### src/rtl/mem_bus_arbiter.sv
// mem_bus_arbiter: single-port memory arbiter between CPU and debug/loader with halt support.
// Define MEM_BUS_ARB_STEAL_EN to enable the starvation counter and one-cycle STEAL state.
module mem_bus_arbiter #(
    parameter int STARVE_LIMIT = 8
) (
    input  logic        clk,
    input  logic        rst,
    input  logic [2:0]  cpuCycle,
    input  logic        cpuReq,
    input  logic        cpuWe,
    input  logic [11:0] cpuAddr,
    input  logic [3:0]  cpuWdata,
    output logic        cpuGnt,
    output logic        cpuStall,
    input  logic        dbgReq,
    input  logic        dbgWe,
    input  logic [11:0] dbgAddr,
    input  logic [3:0]  dbgWdata,
    output logic        dbgGnt,
    input  logic        dbgHaltReq,
    output logic        dbgHalted,
    output logic        memRe,
    output logic        memWe,
    output logic [11:0] memAddr,
    output logic [3:0]  memWdata,
    input  logic [3:0]  memRdata,
    output logic [3:0]  rdata,
    output logic        cpuRvalid,
    output logic        dbgRvalid
);
    if (STARVE_LIMIT < 1 || STARVE_LIMIT > 15) begin : g_bad_limit
        $error("STARVE_LIMIT must be in 1..15");
    end
`ifdef MEM_BUS_ARB_STEAL_EN
    typedef enum logic [1:0] {RUN, STEAL, HALT_PEND, HALTED} state_t;
`else
    typedef enum logic [1:0] {RUN, HALT_PEND, HALTED} state_t;
`endif
    state_t state_q, state_d, run_nxt;
    logic [3:0] rdata_q, rdata_d;
    logic cpu_rv_q, cpu_rv_d, dbg_rv_q, dbg_rv_d;
    logic cpu_own, dbg_slot;
`ifdef MEM_BUS_ARB_STEAL_EN
    logic [3:0] cnt_q, cnt_d;
    always_comb begin
        cnt_d = (state_q == RUN && dbgReq && !dbgGnt) ? cnt_q + 4'd1 : 4'd0;
        run_nxt = (cnt_d == 4'(STARVE_LIMIT)) ? STEAL : RUN;
        dbg_slot = state_q == HALTED || state_q == STEAL;
    end
`else
    always_comb begin
        run_nxt = RUN;
        dbg_slot = state_q == HALTED;
    end
`endif
    // Grants are gated by rst so the bus is quiet for the whole reset pulse.
    always_comb begin
        cpu_own = state_q == RUN || state_q == HALT_PEND;
        cpuGnt = !rst && cpu_own && cpuReq;
        dbgGnt = !rst && dbgReq && (dbg_slot || (cpu_own && !cpuReq));
        memRe = (cpuGnt && !cpuWe) || (dbgGnt && !dbgWe);
        memWe = (cpuGnt && cpuWe) || (dbgGnt && dbgWe);
        memAddr = cpuGnt ? cpuAddr : dbgGnt ? dbgAddr : 12'd0;
        memWdata = cpuGnt ? cpuWdata : dbgGnt ? dbgWdata : 4'd0;
        cpuStall = state_q != RUN && state_q != HALT_PEND;
        dbgHalted = state_q == HALTED;
        rdata = rdata_q;
        cpuRvalid = cpu_rv_q;
        dbgRvalid = dbg_rv_q;
        rdata_d = memRe ? memRdata : rdata_q;
        cpu_rv_d = cpuGnt && !cpuWe;
        dbg_rv_d = dbgGnt && !dbgWe;
        state_d = state_q == RUN ? (dbgHaltReq ? HALT_PEND : run_nxt) :
                  state_q == HALT_PEND ? (!dbgHaltReq ? RUN : cpuCycle == 3'd7 ? HALTED : HALT_PEND) :
                  state_q == HALTED ? (dbgHaltReq ? HALTED : RUN) : RUN;
    end
    always_ff @(posedge clk or posedge rst) begin
        if (rst) begin
            state_q <= RUN;
            rdata_q <= 4'd0;
            cpu_rv_q <= 1'b0;
            dbg_rv_q <= 1'b0;
`ifdef MEM_BUS_ARB_STEAL_EN
            cnt_q <= 4'd0;
`endif
        end else begin
            state_q <= state_d;
            rdata_q <= rdata_d;
            cpu_rv_q <= cpu_rv_d;
            dbg_rv_q <= dbg_rv_d;
`ifdef MEM_BUS_ARB_STEAL_EN
            cnt_q <= cnt_d;
`endif
        end
    end
endmodule

### config.mk
export PLATFORM = sky130hd
export DESIGN_NAME = mem_bus_arbiter
export DESIGN_NICKNAME = d
export VERILOG_FILES = /design/src/rtl/mem_bus_arbiter.sv
export SDC_FILE = /design/constraint.sdc
export NUM_CORES = 1
export LEC_CHECK = 0
export CAP_MARGIN = 20
export CORE_ASPECT_RATIO = 0.7
export CORE_UTILIZATION = 26
export DETAILED_ROUTE_END_ITERATION = 6
export GPL_TIMING_DRIVEN = 0
export PLACE_DENSITY = 0.95
export RECOVER_POWER = 25
export SETUP_SLACK_MARGIN = 0.3
export SYNTH_ARGS = -nofsm -noshare
export SYNTH_HDL_FRONTEND = slang
export SYNTH_SLANG_ARGS = --single-unit
### constraint.sdc
create_clock -name clk -period 3.5 [get_ports clk]
set_clock_uncertainty 0.15 [all_clocks]
set_input_delay 1.05 -clock clk [delete_from_list [all_inputs] [get_ports clk]]
set_output_delay 1.05 -clock clk [all_outputs]
set_load 0.01 [all_outputs]
==> results of run 1 <==
-- worst max-delay path by stage --
stage               cells past startpoint  slack [ns]  startpoint           to
floorplan                               5        0.42         rst  memAddr[10]
global placement                        5       -0.74         rst  memAddr[10]
detailed placement                      5       -0.86         rst  memAddr[10]
CTS                                     6        0.19      dbgReq  memAddr[10]
global route                            7        0.16      cpuReq  memWdata[2]
finish                                  7        0.19      cpuReq  memWdata[2]
-- layout make-up --
type	count	area [µm²]
Tap cell	22	27.53
Multi-Input combinational cell	33	310.3
Timing Repair Buffer	82	744.5
Clock buffer	3	22.52
Inverter	2	12.51
Buffer	5	57.56
Fill cell	143	560.5
Sequential cell	8	200.2
-- logic make-up after synthesis --
logic type | synth area share [%]
compound gates | 29.66
buf+inv | 9.887
flops | 35.95
mux | 9.887
simple gates | 14.61
-- flip-flops by register name, indices dropped and copies added, names as in the netlist --
name and count:
rdata 4, state_q 2, cpuRvalid 1, dbgRvalid 1
-- layer usage --
layer,global-route usage [%],wire length [µm]
met1,24.10,1085
met5,0,0
met4,3.659,40
met2,36.47,1508
met3,5.363,94
-- Yosys cell counts --
library cell,number
sky130_fd_sc_hd__a21oi_2,1
sky130_fd_sc_hd__a22o_1,17
sky130_fd_sc_hd__and2_1,1
sky130_fd_sc_hd__and3_1,1
sky130_fd_sc_hd__and3b_1,1
sky130_fd_sc_hd__buf_2,2
sky130_fd_sc_hd__buf_6,2
sky130_fd_sc_hd__buf_8,1
sky130_fd_sc_hd__dfrtp_1,8
sky130_fd_sc_hd__inv_1,2
sky130_fd_sc_hd__mux2_1,2
sky130_fd_sc_hd__mux2_2,2
sky130_fd_sc_hd__mux2i_1,1
sky130_fd_sc_hd__nand4_1,1
sky130_fd_sc_hd__nor2_1,1
sky130_fd_sc_hd__nor2b_1,1
sky130_fd_sc_hd__nor3b_1,1
sky130_fd_sc_hd__nor3b_2,1
sky130_fd_sc_hd__nor4b_4,1
sky130_fd_sc_hd__o21a_1,1
-- worst max-delay path, cell delays in order --
cell and delay (ns):
sky130_fd_sc_hd__buf_8 0.10, sky130_fd_sc_hd__mux2i_4 0.16, sky130_fd_sc_hd__and3_4 0.25, sky130_fd_sc_hd__buf_8 0.13
sky130_fd_sc_hd__clkbuf_16 0.13, sky130_fd_sc_hd__a22o_1 0.14, sky130_fd_sc_hd__buf_2 0.13
-- cells in the final DEF (no fill, tap or decap), drive strengths merged, types with 2 or more instances in the layout --
master / instances
buf: 32
clkbuf: 6
clkdlybuf4s50: 47
dlygate4sd2: 3
mux2: 4
a22o: 17
dfrtp: 8
inv: 2
nor3b: 2
-- power groups by stage --
| stage | sequential [mW] | clock [mW] | combinational, mW |
|---|---|---|---|
| 3_5_place_dp | 0.112 | 0 | 0.159 |
| 6_report | 0.111 | 0.0709 | 0.162 |
| 5_1_grt | 0.112 | 0.0790 | 0.171 |
| 2_1_floorplan | 0.116 | 0 | 0.0446 |
| 4_1_cts | 0.111 | 0.0711 | 0.152 |
| 3_3_place_gp | 0.111 | 0 | 0.154 |
-- per-stage QoR --
stage	cells	instance area, µm²	util [%]	worst slack (ns)
floorplan	48	556.8	-	0.4218
global placement	143	1315	67.94	-0.7415
detailed placement	143	1315	67.94	-0.8598
CTS	149	1290	66.65	0.1904
global route	155	1375	71.04	0.1595
finish	155	1375	71.04	0.1908
-- repair_timing --
| action | CTS | global route |
|---|---|---|
| gates resized for setup | 94 | 12 |
| setup buffers | 3 | 4 |
| endpoints found under the hold margin | 0 | 0 |
| cloned | 0 | 2 |
| pin swaps | 5 | 10 |
| setup endpoints to repair | 20 | 19 |
==> metrics.txt, run 1 <==
# TYPE chip_impl_metric gauge
chip_impl_metric{name="area_of_the_core_region",unit="µm²"} 1936
chip_impl_info{name="netlist_top_cells_area",value="sky130_fd_sc_hd__dfrtp_1 (36%), sky130_fd_sc_hd__a22o_1 (27%), sky130_fd_sc_hd__nor4b_4 (4.3%)"} 1
chip_impl_metric{name="numPortBuffers",unit=""} 73
chip_impl_metric{name="sequentialPowerShare",unit="%"} 32.3
chip_impl_metric{name="min_delay_path_depth",unit=""} 1
chip_impl_metric{name="worstSkewPairLatency",unit="ns"} 0.25
chip_impl_metric{name="die_footprint",unit="µm²"} 2333
chip_impl_metric{name="setup_viol_count_final",unit=""} 0
chip_impl_info{name="tritoncts",value="built"} 1
chip_impl_metric{name="synthesized_flop_and_latch_total",unit=""} 8
chip_impl_info{name="worst_setup_path_start_kind",value="input port"} 1
chip_impl_metric{name="ioPinCount",unit=""} 74
chip_impl_metric{name="synth-seq-area-share",unit="%"} 35.96
chip_impl_info{name="timing_worst_setup_path_type",value="input port to primary output"} 1
chip_impl_metric{name="die_w",unit="µm"} 57.31
chip_impl_metric{name="dpl.hpwl",unit="µm"} 1963
chip_impl_metric{name="detailedRoute.firstIterationViolations",unit=""} 25
chip_impl_metric{name="r2r_setup_slack",unit="ns"} 1.72
chip_impl_metric{name="clock_sink_count",unit=""} 8
chip_impl_metric{name="route.antenna.remaining_nets",unit=""} 0
chip_impl_info{name="worstReg2RegStart",value="state_q[1]"} 1
chip_impl_metric{name="per_cell_via_count_in_the_routed_design",unit=""} 4.729
chip_impl_metric{name="worst_r2r_path_depth",unit=""} 5
chip_impl_metric{name="tritoncts.num_buffers",unit=""} 3
chip_impl_metric{name="die-height",unit="µm"} 40.72
chip_impl_metric{name="post_synth_num_cell_types",unit=""} 20
chip_impl_metric{name="htreeDepth",unit=""} 1
chip_impl_metric{name="timing.final.crit_period",unit="ns"} 3.309
chip_impl_metric{name="timing.critical_path.fanout_max",unit=""} 5
chip_impl_metric{name="initial_utilization",unit="%"} 28.77
chip_impl_metric{name="timing.max_slew.rel_slack",unit="%"} 65.57
chip_impl_metric{name="finalWeightedCongestion",unit=""} 0.7136
chip_impl_metric{name="internal_power",unit="mW"} 0.2488
chip_impl_metric{name="netSwitchingFraction",unit="%"} 27.60
chip_impl_metric{name="synthesis.area_per_instance",unit="µm²"} 11.60
chip_impl_info{name="result_of_the_run",value="complete, but fails checks"} 1
chip_impl_metric{name="firstDrtPassIters",unit=""} 6
chip_impl_metric{name="power_per_cell_area",unit="nW/µm²"} 249.9
chip_impl_metric{name="synth.top_cell.area_share",unit="%"} 35.96
chip_impl_info{name="rsz0062_at_grt",value="yes"} 1
chip_impl_metric{name="first_global_vias",unit=""} 648
chip_impl_metric{name="synth_nets",unit=""} 94
chip_impl_metric{name="whs",unit="ns"} 0.3516
chip_impl_metric{name="clockPowerShare",unit="%"} 20.6
chip_impl_metric{name="irDropWorstVdd",unit="µV"} 196.3
chip_impl_metric{name="groute.usage.overall",unit="%"} 19.71
chip_impl_metric{name="routed_wirelength",unit="µm"} 2728
chip_impl_metric{name="post-route-period-util",unit="%"} 94.55
chip_impl_metric{name="worst_ep_arrival_time",unit="ns"} 2.11
chip_impl_metric{name="pwr-share-comb",unit="%"} 47.0
chip_impl_metric{name="grt_antenna_before_repair",unit=""} 0
chip_impl_metric{name="postSynthCellCount",unit=""} 48
chip_impl_metric{name="timing_max_transition_violations_final",unit=""} 0
chip_impl_info{name="worstSetupEndpointType",value="primary output"} 1
chip_impl_metric{name="cp_data_required_time",unit="ns"} 2.30
chip_impl_metric{name="n_antenna_cell",unit=""} 0
chip_impl_metric{name="largest_net_degree_at_the_start_of_global_routing",unit=""} 11
chip_impl_metric{name="tns",unit="ns"} 0
chip_impl_metric{name="placement_rows",unit=""} 13
chip_impl_metric{name="globalRoute.totalOverflow",unit=""} 0
chip_impl_metric{name="warnings_from_yosys",unit=""} 0
chip_impl_metric{name="drt-wirelength-per-cell",unit="µm"} 17.60
chip_impl_metric{name="max_cap_violations",unit=""} 0
chip_impl_metric{name="holdBufCountCts",unit=""} 0
chip_impl_info{name="hold-path-endpoint",value="rdata[3]"} 1
chip_impl_metric{name="total_leakage_power",unit="nW"} 0.6499
chip_impl_metric{name="routed-via-count",unit=""} 733
chip_impl_metric{name="achievable-frequency",unit="GHz"} 0.3022
chip_impl_metric{name="post_route_cells_drive_above_1_share",unit="%"} 33.83
chip_impl_info{name="worst_hold_start",value="rdata[3]"} 1
chip_impl_metric{name="clk_pin_slew",unit="ns"} 0.06
chip_impl_info{name="failing_checks",value="design-rule violations"} 1
chip_impl_info{name="reg2reg_to",value="rdata[0]"} 1
chip_impl_metric{name="area_growth",unit="%"} 147.0
chip_impl_metric{name="drc",unit=""} 2
chip_impl_metric{name="power",unit="mW"} 0.3436
chip_impl_metric{name="timing_worst_slew_pin_value",unit="ns"} 0.5093
chip_impl_metric{name="global_route_wire_length_before_repair",unit="µm"} 3236
chip_impl_metric{name="hold_viol",unit=""} 0
chip_impl_info{name="hold_path_class",value="flip-flop to flip-flop"} 1
chip_impl_info{name="clock_tree.root_cell",value="sky130_fd_sc_hd__clkbuf_4"} 1
chip_impl_metric{name="clock_buffer_depth",unit=""} 2
chip_impl_metric{name="nets",unit=""} 181
chip_impl_info{name="yosys.area.top_type",value="sky130_fd_sc_hd__dfrtp_1"} 1
chip_impl_metric{name="power.net_switching",unit="mW"} 0.09483
chip_impl_metric{name="mappedNetlistArea",unit="µm²"} 556.8
(Power assumes the default switching activity.)
==> run 2, diff against run 1 <==
--- a/config.mk
+++ b/config.mk
@@ -9,8 +9,7 @@
 export CORE_ASPECT_RATIO = 0.7
 export CORE_UTILIZATION = 26
 export DETAILED_ROUTE_END_ITERATION = 6
-export GPL_TIMING_DRIVEN = 0
-export PLACE_DENSITY = 0.95
+export PLACE_DENSITY_LB_ADDON = 0.05
 export RECOVER_POWER = 25
 export SETUP_SLACK_MARGIN = 0.3
 export SYNTH_ARGS = -nofsm -noshare
==> run 2 against run 1 <==
Against the previous run:
- the flow still finishes with violations (design-rule violations)
- worst setup slack gained 0.087 ns
- fmax grew 2.7%
- sequential share of layout area shrank 0.66 points
- sequential power is essentially flat
- largest power group unchanged
- die area is the same
- non-clock buffer count grew 5
- via count grew 6.3%
- clock-buffer cell count is the same
- cell area grew 4.7%
- hold slack lost 0.015 ns
- cell count grew 3.2%
==> metrics.txt, run 2 (same netlist as run 1, synthesis figures left out) <==
# TYPE chip_impl_metric gauge
chip_impl_metric{name="placement_rows",unit=""} 13
chip_impl_info{name="result_of_the_run",value="complete, but fails checks"} 1
chip_impl_metric{name="worst_path_largest_cell_delay",unit="ns"} 0.24
chip_impl_metric{name="routed_wirelength",unit="µm"} 2593
chip_impl_metric{name="achievable-frequency",unit="GHz"} 0.3104
chip_impl_metric{name="timing.max_slew.rel_slack",unit="%"} 70.97
chip_impl_info{name="worst_path_cell_chain",value="buf_8 > mux2i_4 > and3_4 > buf_12 > buf_16 > a22o_1 > buf_2"} 1
chip_impl_metric{name="final-instance-count-excl-fill",unit=""} 160
chip_impl_metric{name="finalWeightedCongestion",unit=""} 0.6934
chip_impl_metric{name="area_of_the_core_region",unit="µm²"} 1936
chip_impl_metric{name="seqCellArea",unit="µm²"} 200.2
chip_impl_metric{name="die_w",unit="µm"} 57.31
chip_impl_info{name="timing_worst_setup_path_type",value="input port to primary output"} 1
chip_impl_metric{name="final_core_util",unit="%"} 74.40
chip_impl_metric{name="whs",unit="ns"} 0.3371
chip_impl_info{name="layout.cells.most_common_list",value="sky130_fd_sc_hd__clkdlybuf4s50_1 (47), sky130_fd_sc_hd__buf_2 (19), sky130_fd_sc_hd__a22o_1 (17)"} 1
chip_impl_metric{name="die-height",unit="µm"} 40.72
chip_impl_metric{name="largest_net_degree_at_the_start_of_global_routing",unit=""} 10
chip_impl_info{name="hold_path_class",value="flip-flop to flip-flop"} 1
chip_impl_metric{name="post_route_cells_drive_above_1_share",unit="%"} 36.23
chip_impl_metric{name="setup_viol_count_final",unit=""} 0
chip_impl_metric{name="dpl.hpwl",unit="µm"} 1875
chip_impl_info{name="worst_setup_path_start_kind",value="input port"} 1
chip_impl_metric{name="firstDrtPassIters",unit=""} 6
chip_impl_metric{name="post-route-period-util",unit="%"} 92.05
chip_impl_metric{name="timing_worst_slew_pin_value",unit="ns"} 0.4355
chip_impl_metric{name="detailedRoute.firstIterationViolations",unit=""} 38
chip_impl_metric{name="die_footprint",unit="µm²"} 2333
chip_impl_metric{name="number_of_flip_flops_under_the_largest_register_name",unit=""} 4
chip_impl_metric{name="power_per_cell_area",unit="nW/µm²"} 241.3
chip_impl_metric{name="nets",unit=""} 186
chip_impl_metric{name="multi_input_comb_area",unit="µm²"} 319.1
chip_impl_metric{name="drc",unit=""} 7
chip_impl_metric{name="clock_buffer_depth",unit=""} 2
chip_impl_metric{name="groute.usage.overall",unit="%"} 21.50
chip_impl_metric{name="cp_data_required_time",unit="ns"} 2.30
chip_impl_metric{name="max_cap_violations",unit=""} 0
chip_impl_metric{name="fillerInstances",unit=""} 146
chip_impl_metric{name="clock_sink_count",unit=""} 8
chip_impl_metric{name="worst_ep_arrival_time",unit="ns"} 2.02
chip_impl_metric{name="drt-wirelength-per-cell",unit="µm"} 16.21
chip_impl_metric{name="ioPinCount",unit=""} 74
chip_impl_info{name="slowest_stage",value="sky130_fd_sc_hd__and3_4"} 1
chip_impl_metric{name="hold_viol",unit=""} 0
chip_impl_metric{name="per_cell_via_count_in_the_routed_design",unit=""} 4.869
chip_impl_metric{name="global_route_wire_length_before_repair",unit="µm"} 3546
chip_impl_info{name="clock_tree.root_cell",value="sky130_fd_sc_hd__clkbuf_4"} 1
chip_impl_metric{name="numPortBuffers",unit=""} 73
chip_impl_metric{name="timing.critical_path.fanout_max",unit=""} 5
chip_impl_info{name="rsz0062_at_grt",value="yes"} 1
chip_impl_metric{name="initial_utilization",unit="%"} 28.77
chip_impl_metric{name="routed-via-count",unit=""} 779
chip_impl_metric{name="power",unit="mW"} 0.3475
chip_impl_metric{name="timing_max_transition_violations_final",unit=""} 0
chip_impl_metric{name="n_antenna_cell",unit=""} 0
chip_impl_metric{name="tritoncts.num_buffers",unit=""} 3
chip_impl_metric{name="htreeDepth",unit=""} 1
chip_impl_info{name="worstSetupEndpointType",value="primary output"} 1
chip_impl_metric{name="timing.final.crit_period",unit="ns"} 3.222
chip_impl_metric{name="placed_cells_incl_taps",unit=""} 146
chip_impl_metric{name="globalRoute.totalOverflow",unit=""} 0
chip_impl_info{name="failing_checks",value="design-rule violations"} 1
chip_impl_metric{name="r2r_setup_slack",unit="ns"} 1.57
chip_impl_metric{name="first_global_vias",unit=""} 755
chip_impl_info{name="tritoncts",value="built"} 1
chip_impl_metric{name="total_leakage_power",unit="nW"} 0.6806
chip_impl_info{name="most_common_cell_after_layout_fill_and_taps_aside",value="sky130_fd_sc_hd__clkdlybuf4s50_1"} 1
chip_impl_metric{name="clk_pin_slew",unit="ns"} 0.05
chip_impl_metric{name="area_growth",unit="%"} 158.7
chip_impl_metric{name="irDropWorstVdd",unit="µV"} 165.9
chip_impl_metric{name="grt_antenna_before_repair",unit=""} 0
chip_impl_metric{name="worstSkewPairLatency",unit="ns"} 0.24
chip_impl_metric{name="route.antenna.remaining_nets",unit=""} 0
==> run 2: cell count changes in the layout (fill, tap and decap cells not counted), moves of 2 or more <==
cell	change
sky130_fd_sc_hd__buf_4	+4
sky130_fd_sc_hd__buf_12	+3
sky130_fd_sc_hd__buf_8	-3
sky130_fd_sc_hd__buf_16	+2
sky130_fd_sc_hd__clkbuf_16	-2
==> run 2: per-stage QoR <==
stage / setup WS [ns] / instance area, µm² / setup TNS, ns
5_1_grt: 0.2413 / 1440 / 0
3_3_place_gp: -0.4060 / 1340 / -7.557
2_1_floorplan: 0.4218 / 556.8 / 0
4_1_cts: 0.2897 / 1433 / 0
6_report: 0.2782 / 1440 / 0
3_5_place_dp: -0.4492 / 1340 / -8.320
==> run 2: final timing paths <==
kind / endpoint / startpoint / depth (start not counted)
setup / recovery: memAddr[9] / cpuReq / 7
hold / removal: rdata[3] / rdata[3] / 1
setup reg to reg: rdata[0] / state_q[1] / 6
hold reg to reg: rdata[3] / rdata[3] / 1
max in group asynchronous: cpuRvalid / rst / 3
min in group asynchronous: rdata[2] / rst / 3
==> run 2: critical path, delay by kind of cell <==
| kind | cells | cell delay (ns) |
|---|---|---|
| AOI/OAI and AO/OA | 1 | 0.13 |
| muxes | 1 | 0.14 |
| and+or+nand+nor | 1 | 0.24 |
| buffers and inverters | 4 | 0.45 |
==> run 2: layer usage <==
layer / GRT usage (%) / vias up / routed length (µm)
met1: 25.38 / 360 / 1079
met3: 5.678 / 4 / 258
met4: 8.537 / 0 / 30
met5: 0 / - / 0
li1: - / 370 / -
met2: 39.12 / 45 / 1224
==> run 2: cell type report <==
class,count,share of cell area (%)
sequential,8,13.90
multi-input combinational,33,22.15
clock buffer,3,1.564
inverter,2,0.5213
timing repair buffer,92,59.95
tap,22,1.911
==> run 2: where the power goes <==
part / total [mW] / internal, mW / switching (mW)
logic: 0.170 / 0.113 / 0.0569
clock network: 0.0666 / 0.0390 / 0.0276
registers: 0.111 / 0.104 / 0.00681
==> run 2: what timing repair did <==
| item | 4_1_cts | 5_1_grt |
|---|---|---|
| gates resized for setup | 99 | 4 |
| pin swaps | 13 | 5 |
| setup endpoints to repair | 20 | 18 |
| cloned | 2 | 0 |
| setup buffers | 9 | 0 |
| hold buffers | 0 | 0 |
==> run 3, diff against run 2 <==
--- a/config.mk
+++ b/config.mk
@@ -5,6 +5,7 @@
 export SDC_FILE = /design/constraint.sdc
 export NUM_CORES = 1
 export LEC_CHECK = 0
+export ABC_AREA = 1
 export CAP_MARGIN = 20
 export CORE_ASPECT_RATIO = 0.7
 export CORE_UTILIZATION = 26
==> constraint.sdc (replaced) <==
create_clock -name clk -period 3.6 [get_ports clk]
set_clock_uncertainty 0.15 [all_clocks]
set_input_delay 1.08 -clock clk [delete_from_list [all_inputs] [get_ports clk]]
set_output_delay 1.08 -clock clk [all_outputs]
set_load 0.01 [all_outputs]
==> run 3 against run 2 <==
Against the previous run:
- the run now ends clean
- non-clock buffer count grew 1
- die area up 8.2%
- via count rose by 23%
- critical path depth up 2
- critical path type unchanged
- critical endpoint is now memAddr[11]
- largest cell class unchanged
- largest power group unchanged
==> metrics.txt, run 3 <==
# TYPE chip_impl_metric gauge
chip_impl_metric{name="placement_rows",unit=""} 14
chip_impl_metric{name="power_per_cell_area",unit="nW/µm²"} 219.5
chip_impl_info{name="tritoncts",value="built"} 1
chip_impl_metric{name="min_delay_path_depth",unit=""} 2
chip_impl_metric{name="total_leakage_power",unit="nW"} 0.8183
chip_impl_metric{name="grt_antenna_before_repair",unit=""} 0
chip_impl_info{name="result_of_the_run",value="finished clean"} 1
chip_impl_metric{name="synthesis.area_per_instance",unit="µm²"} 6.167
chip_impl_metric{name="largest_net_degree_at_the_start_of_global_routing",unit=""} 9
chip_impl_metric{name="hold_viol",unit=""} 0
chip_impl_metric{name="clock_buffer_depth",unit=""} 2
chip_impl_metric{name="power",unit="mW"} 0.3375
chip_impl_metric{name="postSynthCellCount",unit=""} 98
chip_impl_metric{name="routed_wirelength",unit="µm"} 2614
chip_impl_metric{name="placed_cells_incl_taps",unit=""} 207
chip_impl_metric{name="achievable-frequency",unit="GHz"} 0.2996
chip_impl_metric{name="timing_max_transition_violations_final",unit=""} 0
chip_impl_metric{name="route.antenna.remaining_nets",unit=""} 0
chip_impl_metric{name="die-height",unit="µm"} 42.34
chip_impl_metric{name="post_synth_num_cell_types",unit=""} 14
chip_impl_metric{name="finalWeightedCongestion",unit=""} 0.7577
chip_impl_metric{name="area_growth",unit="%"} 154.5
chip_impl_info{name="layout.cells.most_common_list",value="sky130_fd_sc_hd__nand2_1 (56), sky130_fd_sc_hd__clkdlybuf4s50_1 (49), sky130_fd_sc_hd__buf_2 (11)"} 1
chip_impl_metric{name="worst_ep_arrival_time",unit="ns"} 2.11
chip_impl_metric{name="number_of_flip_flops_under_the_largest_register_name",unit=""} 4
chip_impl_metric{name="irDropWorstVdd",unit="µV"} 262.2
chip_impl_info{name="timing_worst_setup_path_type",value="input port to primary output"} 1
chip_impl_info{name="yosys.area.top_type",value="sky130_fd_sc_hd__nand2_1"} 1
chip_impl_metric{name="timing.critical_path.fanout_max",unit=""} 6
chip_impl_metric{name="per_cell_via_count_in_the_routed_design",unit=""} 4.267
chip_impl_metric{name="dpl-instance-area",unit="µm²"} 1408
chip_impl_metric{name="cp_data_required_time",unit="ns"} 2.37
chip_impl_info{name="hold_path_class",value="flip-flop to flip-flop"} 1
chip_impl_metric{name="numPortBuffers",unit=""} 73
chip_impl_metric{name="globalRoute.totalOverflow",unit=""} 0
chip_impl_metric{name="max_cap_violations",unit=""} 0
chip_impl_info{name="post-synth-top-count-cell",value="sky130_fd_sc_hd__nand2_1"} 1
chip_impl_metric{name="whs",unit="ns"} 0.3605
chip_impl_metric{name="synthesized_flop_and_latch_total",unit=""} 8
chip_impl_metric{name="n_antenna_cell",unit=""} 0
chip_impl_metric{name="first_global_vias",unit=""} 933
chip_impl_info{name="dominantRegCellSynth",value="sky130_fd_sc_hd__dfrtp_1"} 1
chip_impl_metric{name="tritoncts.num_buffers",unit=""} 3
chip_impl_metric{name="mappedNetlistArea",unit="µm²"} 604.3
chip_impl_info{name="synth_top_cells_by_count",value="sky130_fd_sc_hd__nand2_1 (62), sky130_fd_sc_hd__inv_1 (9), sky130_fd_sc_hd__dfrtp_1 (8)"} 1
chip_impl_metric{name="dpl.hpwl",unit="µm"} 1770
chip_impl_metric{name="synth-seq-area-share",unit="%"} 33.13
chip_impl_metric{name="post-route-cell-area",unit="µm²"} 1538
chip_impl_metric{name="post-route-period-util",unit="%"} 92.70
chip_impl_info{name="clock_tree.root_cell",value="sky130_fd_sc_hd__clkbuf_4"} 1
chip_impl_metric{name="htreeDepth",unit=""} 1
chip_impl_metric{name="ioPinCount",unit=""} 74
chip_impl_info{name="most_common_cell_after_layout_fill_and_taps_aside",value="sky130_fd_sc_hd__nand2_1"} 1
chip_impl_metric{name="setup_viol_count_final",unit=""} 0
chip_impl_metric{name="drc",unit=""} 0
chip_impl_metric{name="firstDrtPassIters",unit=""} 4
chip_impl_metric{name="clock_sink_count",unit=""} 8
chip_impl_info{name="worst_setup_path_start_kind",value="input port"} 1
chip_impl_metric{name="warnings_from_yosys",unit=""} 0
chip_impl_metric{name="routed-via-count",unit=""} 960
chip_impl_metric{name="synth_nets",unit=""} 144
chip_impl_metric{name="post_route_cells_drive_above_1_share",unit="%"} 26.94
chip_impl_metric{name="timing.max_slew.rel_slack",unit="%"} 79.51
chip_impl_metric{name="die_w",unit="µm"} 59.63
chip_impl_metric{name="holdBufCountCts",unit=""} 0
chip_impl_metric{name="groute.usage.overall",unit="%"} 21.50
chip_impl_metric{name="global_route_wire_length_before_repair",unit="µm"} 4064
chip_impl_metric{name="worstSkewPairLatency",unit="ns"} 0.25
chip_impl_metric{name="clk_pin_slew",unit="ns"} 0.05
chip_impl_info{name="netlist_top_cells_area",value="sky130_fd_sc_hd__nand2_1 (39%), sky130_fd_sc_hd__dfrtp_1 (33%), sky130_fd_sc_hd__inv_1 (5.6%)"} 1
chip_impl_metric{name="drt-wirelength-per-cell",unit="µm"} 11.62
chip_impl_info{name="worstSetupEndpointType",value="primary output"} 1
chip_impl_metric{name="detailedRoute.firstIterationViolations",unit=""} 21
chip_impl_metric{name="final-instance-count-excl-fill",unit=""} 225
chip_impl_metric{name="initial_utilization",unit="%"} 27.82
chip_impl_metric{name="timing_worst_slew_pin_value",unit="ns"} 0.3070
chip_impl_metric{name="die_footprint",unit="µm²"} 2524
chip_impl_info{name="rsz0062_at_grt",value="yes"} 1
chip_impl_metric{name="tns",unit="ns"} 0
chip_impl_metric{name="worst_r2r_path_depth",unit=""} 9
chip_impl_metric{name="area_of_the_core_region",unit="µm²"} 2172
chip_impl_info{name="worst_path_cell_chain",value="clkbuf_1 > nor3_4 > buf_6 > buf_12 > buf_8 > buf_6 > nand2_1 > nand2_1 > buf_2"} 1
chip_impl_metric{name="nets",unit=""} 241
chip_impl_metric{name="synth-edff-count",unit=""} 0
chip_impl_metric{name="fillerInstances",unit=""} 209
chip_impl_metric{name="timing.final.crit_period",unit="ns"} 3.337
chip_impl_metric{name="synth.top_cell.area_share",unit="%"} 38.51
chip_impl_info{name="slowest_stage",value="sky130_fd_sc_hd__clkbuf_1"} 1
chip_impl_metric{name="fraction_of_registers_with_async_set_or_reset_after_synthesis",unit="%"} 100.0
chip_impl_metric{name="worst_path_largest_cell_delay",unit="ns"} 0.24
[run 3: cell types whose count changed after synthesis, moves of 2 or more]
cell                      previous run  this run
sky130_fd_sc_hd__a22o_1             17         0
sky130_fd_sc_hd__buf_2               2         0
sky130_fd_sc_hd__inv_1               2         9
sky130_fd_sc_hd__inv_2               0         2
sky130_fd_sc_hd__mux2_1              2         0
sky130_fd_sc_hd__mux2_2              2         0
sky130_fd_sc_hd__nand2_1             0        62
sky130_fd_sc_hd__nand2_4             0         2
sky130_fd_sc_hd__nand3_1             0         4
sky130_fd_sc_hd__o21ai_0             0         2
[run 3: per-stage QoR]
stage	utilization, %	setup WS, ns
floorplan	-	0.6054
global placement	64.80	-0.3407
detailed placement	64.80	-0.3847
CTS	69.01	0.3059
global route	70.79	0.1765
finish	70.79	0.2627
[run 3: worst max-delay path: cells and delay by family]
family                 cells  cell delay, ns
buffers and inverters      6            0.85
and+or+nand+nor            3            0.17
[run 3: layout make-up]
cell class	instances	area, µm²	area share, %
repair buffers	93	854.6	55.57
multi-input cells	76	361.6	23.52
flip-flops and latches	8	200.2	13.02
inverters	11	43.79	2.848
well taps	32	40.04	2.604
clock buffers	3	22.52	1.465
repair inverters	2	15.01	0.9764
[run 3: cell families (layout without fill, tap and decap cells)]
group / Yosys count / after routing / synth area share, %
compound gates: 3 / 3 / 2.484
flops: 8 / 8 / 33.13
simple gates: 73 / 73 / 52.18
buf+inv: 14 / 109 / 12.22
[run 3: layer usage]
layer,share of wire [%],GRT usage (%)
met1,42,25.05
met5,0,0
met4,0.54,4.186
met2,48,37.53
met3,9.5,8.025
[run 3: path summary, 6_finish.rpt]
check	start	endpoint	slack [ns]
hold / removal	rdata[2]	rdata[2]	0.36
hold reg to reg	rdata[2]	rdata[2]	0.36
setup reg to reg	state_q[1]	rdata[1]	1.96
max in group asynchronous	rst	rdata[1]	2.34
setup / recovery	rst	memAddr[11]	0.26
min in group asynchronous	rst	state_q[1]	0.73
[run 3: timing repair]
action,in CTS,in global routing
pin swaps,5,7
resized for setup,80,16
gates cloned,3,0
setup endpoints to repair,20,19
buffers inserted,10,2
[run 3: report_power, final]
| group | leakage [nW] | switching (mW) | total (mW) | internal (mW) |
|---|---|---|---|---|
| clock network | 0.0138 | 0.0273 | 0.0652 | 0.0379 |
| registers | 0.103 | 0.00620 | 0.107 | 0.101 |
| logic | 0.702 | 0.0639 | 0.166 | 0.102 |
